`src/rtl/huffman_decoder.sv`:
```
// -----------------------------------------------------------------------------
// huffman_decoder
//   Serial Huffman decoder for a six-symbol code table. A code table
//   (codewords HC plus contiguous masks M) is loaded with code_valid. In
//   DECODE the block shifts in one stream bit per bit_valid and compares the
//   accumulated bits against every table entry. A match emits the symbol
//   index on gray_data with a one-cycle gray_valid pulse. Eight bits without
//   a match produce a one-cycle err pulse. Per-symbol hit counters saturate
//   at 255.
//
// Handshake: there is no backpressure. A bit is consumed in every cycle in
//   which bit_valid is high and the block is in DECODE. gray_valid and err
//   are single-cycle strobes that appear in the cycle after the completing
//   bit is sampled.
//
// Ports:
//   clk          rising-edge clock
//   reset        synchronous, active-low reset
//   code_valid   load strobe for HC/M; clears sr, len and CNT
//   HC[47:0]     codewords, right-aligned bytes, A1 in [47:40] .. A6 in [7:0]
//   M[47:0]      masks, same packing, contiguous ones from bit 0
//   bit_valid    bit_in carries a stream bit this cycle
//   bit_in       serial code bit, MSB of each codeword first
//   gray_valid   one-cycle pulse, gray_data holds a decoded symbol
//   gray_data    decoded symbol index 1..6, held between pulses
//   err          one-cycle pulse, 8 bits accumulated with no match
//   CNT[47:0]    per-symbol saturating decode counts, same packing as HC
//   ready        high while in DECODE
//   dbg_state_o  current FSM state (0 = IDLE, 1 = DECODE)
// -----------------------------------------------------------------------------
module huffman_decoder (
  input  logic        clk,
  input  logic        reset,
  input  logic        code_valid,
  input  logic [47:0] HC,
  input  logic [47:0] M,
  input  logic        bit_valid,
  input  logic        bit_in,
  output logic        gray_valid,
  output logic [7:0]  gray_data,
  output logic        err,
  output logic [47:0] CNT,
  output logic        ready,
  output logic        dbg_state_o
);

  typedef enum logic {
    IDLE   = 1'b0,
    DECODE = 1'b1
  } state_e;

  state_e      state_q;
  logic [47:0] hc_q;
  logic [47:0] m_q;
  logic [7:0]  sr_q;
  logic [3:0]  len_q;
  logic        gray_valid_q;
  logic [7:0]  gray_data_q;
  logic        err_q;
  logic [47:0] cnt_q;

  // Candidate shift-register state after accepting bit_in this cycle.
  logic [7:0]  sr_d;
  logic [3:0]  len_d;
  logic [7:0]  mask_d;
  logic        hit;
  logic [2:0]  hit_idx;
  logic [47:0] cnt_d;

  always_comb begin
    sr_d    = {sr_q[6:0], bit_in};
    len_d   = len_q + 4'd1;
    // len_d is 1..8 whenever a bit is accepted, so this is 2^len_d - 1.
    mask_d  = 8'((9'd1 << len_d) - 9'd1);
    hit     = 1'b0;
    hit_idx = 3'd0;
    // Byte 8*i holds symbol 6-i. Scanning upward lets the lowest symbol
    // index overwrite any higher one, which resolves non-prefix-free tables.
    for (int i = 0; i < 6; i++) begin
      if ((m_q[8*i +: 8] == mask_d) &&
          ((sr_d & m_q[8*i +: 8]) == hc_q[8*i +: 8])) begin
        hit     = 1'b1;
        hit_idx = 3'(6 - i);
      end
    end
  end

  always_comb begin
    cnt_d = cnt_q;
    for (int i = 0; i < 6; i++) begin
      if (hit && (hit_idx == 3'(6 - i)) && (cnt_q[8*i +: 8] != 8'hFF)) begin
        cnt_d[8*i +: 8] = cnt_q[8*i +: 8] + 8'd1;
      end
    end
  end

  always_ff @(posedge clk) begin
    if (!reset) begin
      state_q      <= IDLE;
      hc_q         <= '0;
      m_q          <= '0;
      sr_q         <= '0;
      len_q        <= '0;
      gray_valid_q <= 1'b0;
      gray_data_q  <= '0;
      err_q        <= 1'b0;
      cnt_q        <= '0;
    end else begin
      gray_valid_q <= 1'b0;
      err_q        <= 1'b0;
      if (code_valid) begin
        // A table load wins over a coincident bit; that bit is dropped.
        state_q <= DECODE;
        hc_q    <= HC;
        m_q     <= M;
        sr_q    <= '0;
        len_q   <= '0;
        cnt_q   <= '0;
      end else if ((state_q == DECODE) && bit_valid) begin
        if (hit) begin
          gray_valid_q <= 1'b1;
          gray_data_q  <= {5'd0, hit_idx};
          sr_q         <= '0;
          len_q        <= '0;
          cnt_q        <= cnt_d;
        end else if (len_d == 4'd8) begin
          err_q <= 1'b1;
          sr_q  <= '0;
          len_q <= '0;
        end else begin
          sr_q  <= sr_d;
          len_q <= len_d;
        end
      end
    end
  end

  assign gray_valid  = gray_valid_q;
  assign gray_data   = gray_data_q;
  assign err         = err_q;
  assign CNT         = cnt_q;
  assign ready       = (state_q == DECODE);
  assign dbg_state_o = state_q;

endmodule

```
`config.mk`:
```
export PLATFORM = sky130hd
export DESIGN_NAME = huffman_decoder
export DESIGN_NICKNAME = d
export VERILOG_FILES = /design/src/rtl/huffman_decoder.sv
export SDC_FILE = /design/constraint.sdc
export NUM_CORES = 1
export LEC_CHECK = 0
export ABC_AREA = 1
export CORE_ASPECT_RATIO = 0.7
export CORE_MARGIN = 2
export CORE_UTILIZATION = 30
export CTS_CLUSTER_DIAMETER = 80
export DETAILED_ROUTE_END_ITERATION = 10
export DONT_BUFFER_PORTS = 1
export MAX_ROUTING_LAYER = met4
export PLACE_DENSITY = 0.47
export SLEW_MARGIN = 20
export SYNTH_ARGS = -nofsm -noshare
export SYNTH_HDL_FRONTEND = slang
export SYNTH_SLANG_ARGS = --single-unit
```
`constraint.sdc`:
```
create_clock -name clk -period 5.4 [get_ports clk]
set_input_delay 1.35 -clock clk [delete_from_list [all_inputs] [get_ports clk]]
set_output_delay 1.35 -clock clk [all_outputs]
set_load 0.01 [all_outputs]
```
Yosys cells after proc, flatten, opt, wreduce, memory -nomap -nowiden
Index checks and enable logic that the tools add are counted.
- flip-flop bits (word level): 161
- output and inout port bits: 60
- add/subtract/negate cells: 8
- equality and inequality tests: 25
- shift-type cells: 1
- muxes and demuxes: 18
- bitwise operators: 9
- reduce and logical (&&, ||, !) cells: 29
- operators with widths (cell ; number):
    $eq 8x8->1 ; 12
    $add 8x1->8 const B ; 6
    $and 8x8->8 ; 6
    $ne 8x8->1 const B ; 6
    $reduce_and 3->1 ; 7
    $logic_and 1x1->1 ; 19
    $mux 3 ; 6
    $mux 7 ; 2
    $eq 3x3->1 const B ; 3
    $mux 1 ; 8
    $mux 4 ; 2
    $shl 1x4->8 const A ; 1
    $sub 8x1->8 const B ; 1
    $eq 3x2->1 const B ; 2
    $add 4x1->4 const B ; 1
    $eq 4x4->1 const B ; 1
    $reduce_or 4->1 ; 1
    $eq 3x1->1 const B ; 1
    $not 1->1 ; 3
    $reduce_or 3->1 ; 1
    $reduce_or 2->1 ; 1

Depth between registers and ports, before layout
Gate-level depths: netlist (run 1).
- depth after elaboration: 15
- mapped depth: 28

Worst setup path after synthesis (run 1)
OpenSTA, ideal clock, no wires.
- path kind: register -> register
- from: register len_q[0]
- to: register cnt_q[18] (netlist: CNT[18])
- library setup time: 0.115 ns
- arrival: 3.252 ns
- required time: 5.285 ns
- slack: 2.033 ns
- stages on the path, launching flop included: 29
- clock period less this slack: 3.367 ns
- path through: dfxtp_1 ha_1 ha_1 nand2_1 inv_1 nand2_1 ha_1 buf_2 inv_1 nand2_1 nand2_1 nor2_1 nand3b_1 nor2_1 nand3_1 nor2_1 nand3_1 nor2_1 nand2_1 nor2_1 inv_1 nand3_1 nand2_1 nor2_2 nand2_1 nor2_1 nand3_1 nand2_1 nor2_1
- cells in the longest elaborated chain, start to end: 15
- elaborated cells on any way between the ends: 31
- those cells by class: add/sub (2); eq/ne (7); shift (1); mux (12); reduce/logical (9)
- ends and longest elaborated chain (element ; line ; RTL):
    start: declaration ; 56 ; logic [3:0] len_q;
    start signal: assignment ; 132 ; len_q <= len_d;
    $add 4x1->4 * ; 72 ; len_d = len_q + 4'd1;
    $shl 1x4->8 * ; 74 ; mask_d = 8'((9'd1 << len_d) - 9'd1);
    $sub 8x1->8 * ; 74 ;
    $eq 8x8->1 ; 80 ; if ((m_q[8*i +: 8] == mask_d) &&
    $logic_and 1x1->1 ; 80 ;
    $mux 3 (6 in series) ; 80 ;
    $eq 3x3->1 ; 91 ; if (hit && (hit_idx == 3'(6 - i)) && (cnt_q[8*i +: 8] != 8'hFF)) begin
    $logic_and 1x1->1 (2 in series) ; 91 ;
    $reduce_and 3->1 (no line) * ; -- ;
    end signal: assignment ; 125 ; cnt_q <= cnt_d;
    end: declaration ; 60 ; logic [47:0] cnt_q;
Every way passes the cells marked *; elsewhere a longest branch is shown, timed or not.
A chain may end at the register's enable or synchronous reset.

Worst setup path in the final report (run 1)
- from: register len_q[1]
- to: register gray_data_q[1] (netlist: gray_data[1])
- cells in the longest elaborated chain, start to end: 12
- elaborated cells on any way between the ends: 28
- those cells by class: add/sub (2); eq/ne (6); shift (1); mux (12); reduce/logical (7)
- ends and longest elaborated chain (element ; line ; RTL):
    $add 4x1->4 * ; 72 ;
    $shl 1x4->8 * ; 74 ;
    $sub 8x1->8 * ; 74 ;
    $eq 8x8->1 ; 80 ;
    $logic_and 1x1->1 ; 80 ;
    $mux 1 (6 in series) ; 80 ;
    $reduce_and 3->1 (no line) ; -- ;
    end signal: assignment ; 122 ; gray_data_q <= {5'd0, hit_idx};
    end: declaration ; 58 ; logic [7:0] gray_data_q;
Marks and branches as above.

==> flow_summary.toml, run 1 <==
[final_layout]
layout_commonest_cell = "nand2_1"
final_cell_count_no_fill = 1956
antennaDiodeCount = 0
layout_common_cells = "nand2_1, nor2_1, inv_1"
final_nets = 1637
drive_above_1_share_pct = 6.18
syn2layout_area_growth_pct = 10.1

[drt]
via_per_inst = 4.94
wirelength_microns = 33400
drt_iter0_drc = 898
drtAntennaViolNets = 0
vias = 9663
drtPass1Iterations = 5
routedWlPerCell_microns = 17.1
drc = 0

[clocking]
clk_pin_slew_worst_paths_ns = 0.07
htree_num_levels = 4
cts.sinks = 161
clk_latency_ns = 0.45
cts_made_buffers = 17
ctsHoldBuffers = 0
root_buffer = "clkbuf_16"
cts_tree = "done"
post_cts_resized = 0
cts_setup_buffers = 0
cts_buffer_depth = 2

[timing]
finalSetupTns_ns = 0
fin_skew_ns = 0.0164
worst_pin_slew_ns = 1.01
slew_headroom_pct = 32.6
rsz0062_at_grt = "false"
fmax_ghz = 0.216
hold_violations = 0
worst_slack_ns = 0.765
post-route-period-util_pct = 85.8
finalCriticalPeriod_ns = 4.63
holdWs_ns = 0.477
final_max_slew_viol_count = 0
setup_violations = 0

[critical_path]
r2r_start = "len_q[1]$_SDFFE_PP0P_"
r2r_end = "gray_data[1]$_SDFFE_PN0P_"
critPathLaunchType = "flip-flop"
worst-endpoint-arrival_ns = 5.01
endpoint = "gray_data[1]$_SDFFE_PN0P_"
r2r_slack_ns = 0.77
crit_type = "reg -> reg"
cp.required_ns = 5.77
crit_path_max_fanout = 13
crit_start = "len_q[1]$_SDFFE_PP0P_"
reg2regPathDepth = 20
endpoint_kind = "flip-flop"

[logic_synthesis]
avgSynthCellArea_sq_um = 6.23
synth_seq_cells = 161
synthDistinctLibCells = 48
seq_area_frac_synth_pct = 33.4
syn-cell-area_sq_um = 9660
yosys_warnings = 0
netlist_instances = 1551

[floorplanning]
chipHeight_microns = 154
die-width_microns = 218
die-area_sq_um = 33700
top_level_ports = 161
std_cell_rows = 54
initial_core_util_pct = 30.7
core_sq_um = 31400

[global_route]
antenna_found_initial = 0
grtUsageTotal_pct = 20.9
grt_pass1_vias = 8916
grt_pass1_wl_microns = 51800
grt-ovfl-total = 0
grt_max_degree = 98

[hold_path]
min_path_type = "reg -> reg"

[placement]
dpl.hpwl_microns = 25400
dpl.cell_count = 1924
port_buffers = 0
dpl_worst_slack_ns = 0.870
place_congestion = 0.921

[power_and_ir_drop]
power.density_nw_per_um2 = 283
vdd_ir_drop_max_v = 0.000183
leakagePower_nw = 4.54

[job]
maxCapViolCount = 0

[status]
status = "finished clean"
-- how the worst min path moves through the flow --
stage	slack (ns)	end	from	depth (start not counted)
5_1_grt	0.50	hc_q[24]$_SDFFE_PN0P_	hc_q[24]$_SDFFE_PN0P_	2
3_5_place_dp	0.47	hc_q[0]$_SDFFE_PN0P_	hc_q[0]$_SDFFE_PN0P_	2
3_3_place_gp	0.46	hc_q[0]$_SDFFE_PN0P_	hc_q[0]$_SDFFE_PN0P_	2
6_report	0.48	hc_q[1]$_SDFFE_PN0P_	hc_q[1]$_SDFFE_PN0P_	2
4_1_cts	0.48	hc_q[0]$_SDFFE_PN0P_	hc_q[0]$_SDFFE_PN0P_	2
2_1_floorplan	0.44	hc_q[1]$_SDFFE_PN0P_	hc_q[1]$_SDFFE_PN0P_	2
-- kinds of logic after synthesis --
family	count (synthesis)	share of synthesized area [%]
fa+ha+maj	13	1.68
simple gates	860	39.3
other cells	1	0.0388
buf+inv	248	10.1
flops	161	33.4
compound gates	243	13.1
xor+xnor	25	2.35
-- critical path: stages (launching register included) --
cell and delay [ns]:
dfxtp_1 0.47, ha_1 0.24, ha_1 0.32, nand3_2 0.33, ha_1 0.63, inv_1 0.21
nand2_1 0.10, nand2_1 0.14, nand3_1 0.12, nor2_1 0.06, nand3_1 0.08, nor2_1 0.05
nand4_1 0.06, nor2_1 0.05, nand3_1 0.18, nand3_1 0.24, nor2_1 0.71, nor2_1 0.21
inv_1 0.17, a21oi_1 0.06, nor3_1 0.12
-- cell usage after synthesis, drive strengths merged --
cell type	instances	share of area, %
nand2	375	15
nor2	231	9.3
inv	187	7.3
nand3	181	10
dfxtp	161	33
o21ai	123	6.6
a21oi	113	5.9
clkbuf	42	1.6
nand4	31	2.1
xor2	22	2.1
buf	17	1.1
ha	13	1.7
nor3	10	0.52
and2	6	0.39
nand3b	6	0.47
nor3b	5	0.44
nor4	5	0.32
or2	4	0.26
nor2b	3	0.19
xnor2	3	0.27
a211oi	2	0.16
and3	2	0.13
clkinv	2	0.078
a21boi	1	0.078
conb	1	0.039
nor4b	1	0.25
o211ai	1	0.078
o21a	1	0.078
o21bai	1	0.078
o31ai	1	0.13
-- metal layers --
| metal | track usage, % | vias up | wire [microns] |
|---|---|---|---|
| met5 | - | - | 0 |
| met4 | 6.22 | 0 | 612 |
| met3 | 3.82 | 32 | 2070 |
| met2 | 27.4 | 282 | 13000 |
| met1 | 31.6 | 4404 | 17700 |
| li1 | - | 4945 | - |
-- power breakdown --
| part | internal [mW] | total (mW) | switching (mW) |
|---|---|---|---|
| Clock | 0.804 | 1.35 | 0.549 |
| Sequential | 1.24 | 1.30 | 0.0608 |
| Combinational | 0.110 | 0.351 | 0.241 |
-- state kept, by name, indices dropped and copies added (netlist names) --
| name | cells |
|---|---|
| gray_data | 3 |
| hc_q | 48 |
| CNT | 48 |
| dbg_state_o | 1 |
| gray_valid | 1 |
| sr_q | 7 |
| len_q | 4 |
| err | 1 |
| m_q | 48 |
-- through the flow --
step / area (sq um) / power (mW) / util (%)
2_1_floorplan: 9670 / 1.58 / -
6_report: 10600 / 3.00 / 33.8
3_3_place_gp: 10000 / 1.67 / 31.8
5_1_grt: 10600 / 3.14 / 33.8
4_1_cts: 10600 / 3.03 / 33.8
3_5_place_dp: 10000 / 1.67 / 31.8
-- cell type report --
class | instances | area [sq um]
clock buffer | 21 | 460
clock inverter | 11 | 175
fill | 3476 | 20800
inverter | 189 | 712
multi-input combinational | 1146 | 5480
sequential | 161 | 3220
tap | 420 | 526
timing repair buffer | 8 | 60.1
No activity file was read; power rests on OpenSTA's default activity.
==> run 2: changes to the inputs <==
Settings changed: CTS_BUF_LIST set to sky130_fd_sc_hd__clkbuf_4.
==> run 2 against run 1 <==
Clock skew rose by 0.026 ns. Final cell count about the same. Flip-flop and latch count did not move. Core utilization down 0.98 points. Highest routed layer unchanged. Total power is 16% lower. Cell area is 2.9% lower. Via count grew 0.58%. Worst hold slack gained 0.010 ns. Count of clock-buffer cells in the layout shrank 2. Maximum frequency decreased by 0.46%.
==> flow_summary.toml, run 2 (same netlist as run 1, synthesis figures left out) <==
[power_and_ir_drop]
fin_total_pwr_mw = 2.52
vdd_ir_drop_max_v = 0.000121
power.density_nw_per_um2 = 244
leakagePower_nw = 4.41

[global_route]
grt_pass1_wl_microns = 51800
antenna_found_initial = 1
grt-ovfl-total = 0
grt_pass1_vias = 8911
grt_max_degree = 98
grtUsageTotal_pct = 20.8

[timing]
setup_violations = 0
slew_headroom_pct = 32.4
post-route-period-util_pct = 86.2
final_max_slew_viol_count = 0
rsz0062_at_grt = "false"
fmax_ghz = 0.215
worst_slack_ns = 0.744
finalSetupTns_ns = 0
finalCriticalPeriod_ns = 4.66
worst_pin_slew_ns = 1.01
hold_violations = 0
fin_skew_ns = 0.0422

[critical_path]
cp_top_family = "simple AND/OR/NAND/NOR gates"
cp.required_ns = 5.95
critPathLaunchType = "flip-flop"
slowest_stage = "nor2_1"
crit_path_max_fanout = 13
cp_num_buf_inv = 2
reg2regPathDepth = 20
crit_type = "reg -> reg"
max_stage_delay_ns = 0.69
r2r_end = "gray_data[1]$_SDFFE_PN0P_"
r2r_start = "len_q[1]$_SDFFE_PP0P_"
crit_chain = "ha_1 > ha_1 > nand3_2 > ha_1 > inv_1 > nand2_1 > nand2_1 > nand3_1 > nor2_1 > nand3_1 > nor2_1 > nand4_1 > nor2_1 > nand3_1 > nand3_1 > nor2_1 > nor2_1 > inv_1 > a21oi_1 > nor3_1"
cp_common_cell = "nor2_1"
endpoint_kind = "flip-flop"
worst-endpoint-arrival_ns = 5.21
r2r_slack_ns = 0.74
crit_start = "len_q[1]$_SDFFE_PP0P_"

[hold_path]
min_path_cells = 2
min_from = "hc_q[5]$_SDFFE_PN0P_"
min_to = "hc_q[5]$_SDFFE_PN0P_"
min_path_type = "reg -> reg"

[clocking]
clk_pin_slew_worst_paths_ns = 0.16
cts_made_buffers = 17
cts.sinks = 161
ctsHoldBuffers = 0
post_cts_resized = 0
clk_latency_ns = 0.63
root_buffer = "clkbuf_4"
htree_num_levels = 4
cts_setup_buffers = 0
cts_buffer_depth = 2
cts_tree = "done"

[drt]
via_per_inst = 4.97
drtPass1Iterations = 5
wirelength_microns = 33300
routedWlPerCell_microns = 17.0
drtAntennaViolNets = 0
drc = 0
vias = 9719
drt_iter0_drc = 865

[floorplanning]
core_sq_um = 31400
initial_core_util_pct = 30.7
std_cell_rows = 54
die-width_microns = 218
top_level_ports = 161
chipHeight_microns = 154
die-area_sq_um = 33700

[final_layout]
layout_common_cells = "nand2_1, nor2_1, inv_1"
drive_above_1_share_pct = 6.18
layout_commonest_cell = "nand2_1"
fillers = 3512
syn2layout_area_growth_pct = 6.92
final_nets = 1637

[placement]
dpl.hpwl_microns = 25400
place_congestion = 0.921
port_buffers = 0
dpl_worst_slack_ns = 0.870

[status]
status = "finished clean"

[job]
maxCapViolCount = 0
==> run 2: cell types whose count changed in the layout (fill, tap and decap cells not counted), sizes merged <==
cell / previous run / this run
clkbuf: 21 / 19
clkinv: 4 / 6
diode: 0 / 1
==> run 2: worst max-delay path by stage <==
stage	slack, ns	end	cells after the start
CTS	0.82	gray_data[1]$_SDFFE_PN0P_	24
detailed placement	0.87	gray_data[1]$_SDFFE_PN0P_	24
global route	0.14	gray_data[1]$_SDFFE_PN0P_	24
floorplan	2.03	CNT[18]$_SDFFE_PP0P_	28
finish	0.74	gray_data[1]$_SDFFE_PN0P_	20
global placement	0.98	gray_data[1]$_SDFFE_PN0P_	24
==> run 2: metal layers <==
| layer | up-vias | wire, microns | global-route usage, % |
|---|---|---|---|
| met5 | - | 0 | - |
| met4 | 0 | 472 | 4.63 |
| met3 | 25 | 2290 | 4.27 |
| met2 | 293 | 12900 | 27.3 |
| met1 | 4451 | 17600 | 31.7 |
| li1 | 4950 | - | - |
==> run 2: area by class of cell <==
cell class | count | area, sq um | area share, %
Multi-Input combinational cell | 1146 | 5480 | 53.0
Sequential cell | 161 | 3220 | 31.2
Inverter | 189 | 712 | 6.90
Tap cell | 420 | 526 | 5.09
Clock inverter | 13 | 183 | 1.77
Clock buffer | 19 | 143 | 1.38
Timing Repair Buffer | 8 | 60.1 | 0.582
Antenna cell | 1 | 2.50 | 0.0242
==> run 2: worst register-to-register path: stages (launching register included) <==
cell and delay (ns):
dfxtp_1 0.50, ha_1 0.25, ha_1 0.33, nand3_2 0.34
ha_1 0.62, inv_1 0.20, nand2_1 0.10, nand2_1 0.13
nand3_1 0.12, nor2_1 0.06, nand3_1 0.08, nor2_1 0.05
nand4_1 0.06, nor2_1 0.05, nand3_1 0.17, nand3_1 0.25
nor2_1 0.69, nor2_1 0.21, inv_1 0.17, a21oi_1 0.07
nor3_1 0.12
==> run 2: power by group <==
group	switching, mW	leakage (nW)	internal (mW)
Sequential	0.0601	1.32	1.24
Clock	0.488	0.169	0.379
Combinational	0.241	2.92	0.110
==> run 2: per-stage QoR <==
| step | cell area [sq um] | hold WS, ns | instances | util, % |
|---|---|---|---|---|
| floorplan | 9670 | 0.444 | 1555 | - |
| global placement | 10000 | 0.465 | 1924 | 31.8 |
| detailed placement | 10000 | 0.467 | 1924 | 31.8 |
| CTS | 10300 | 0.488 | 1956 | 32.9 |
| global route | 10300 | 0.509 | 1957 | 32.9 |
| finish | 10300 | 0.488 | 1957 | 32.9 |
==> run 3: changes to the inputs <==
Settings changed: TNS_END_PERCENT set to 30.
==> results of run 3 <==
No change in the layout: final DEF, timing and power equal those of run 2.
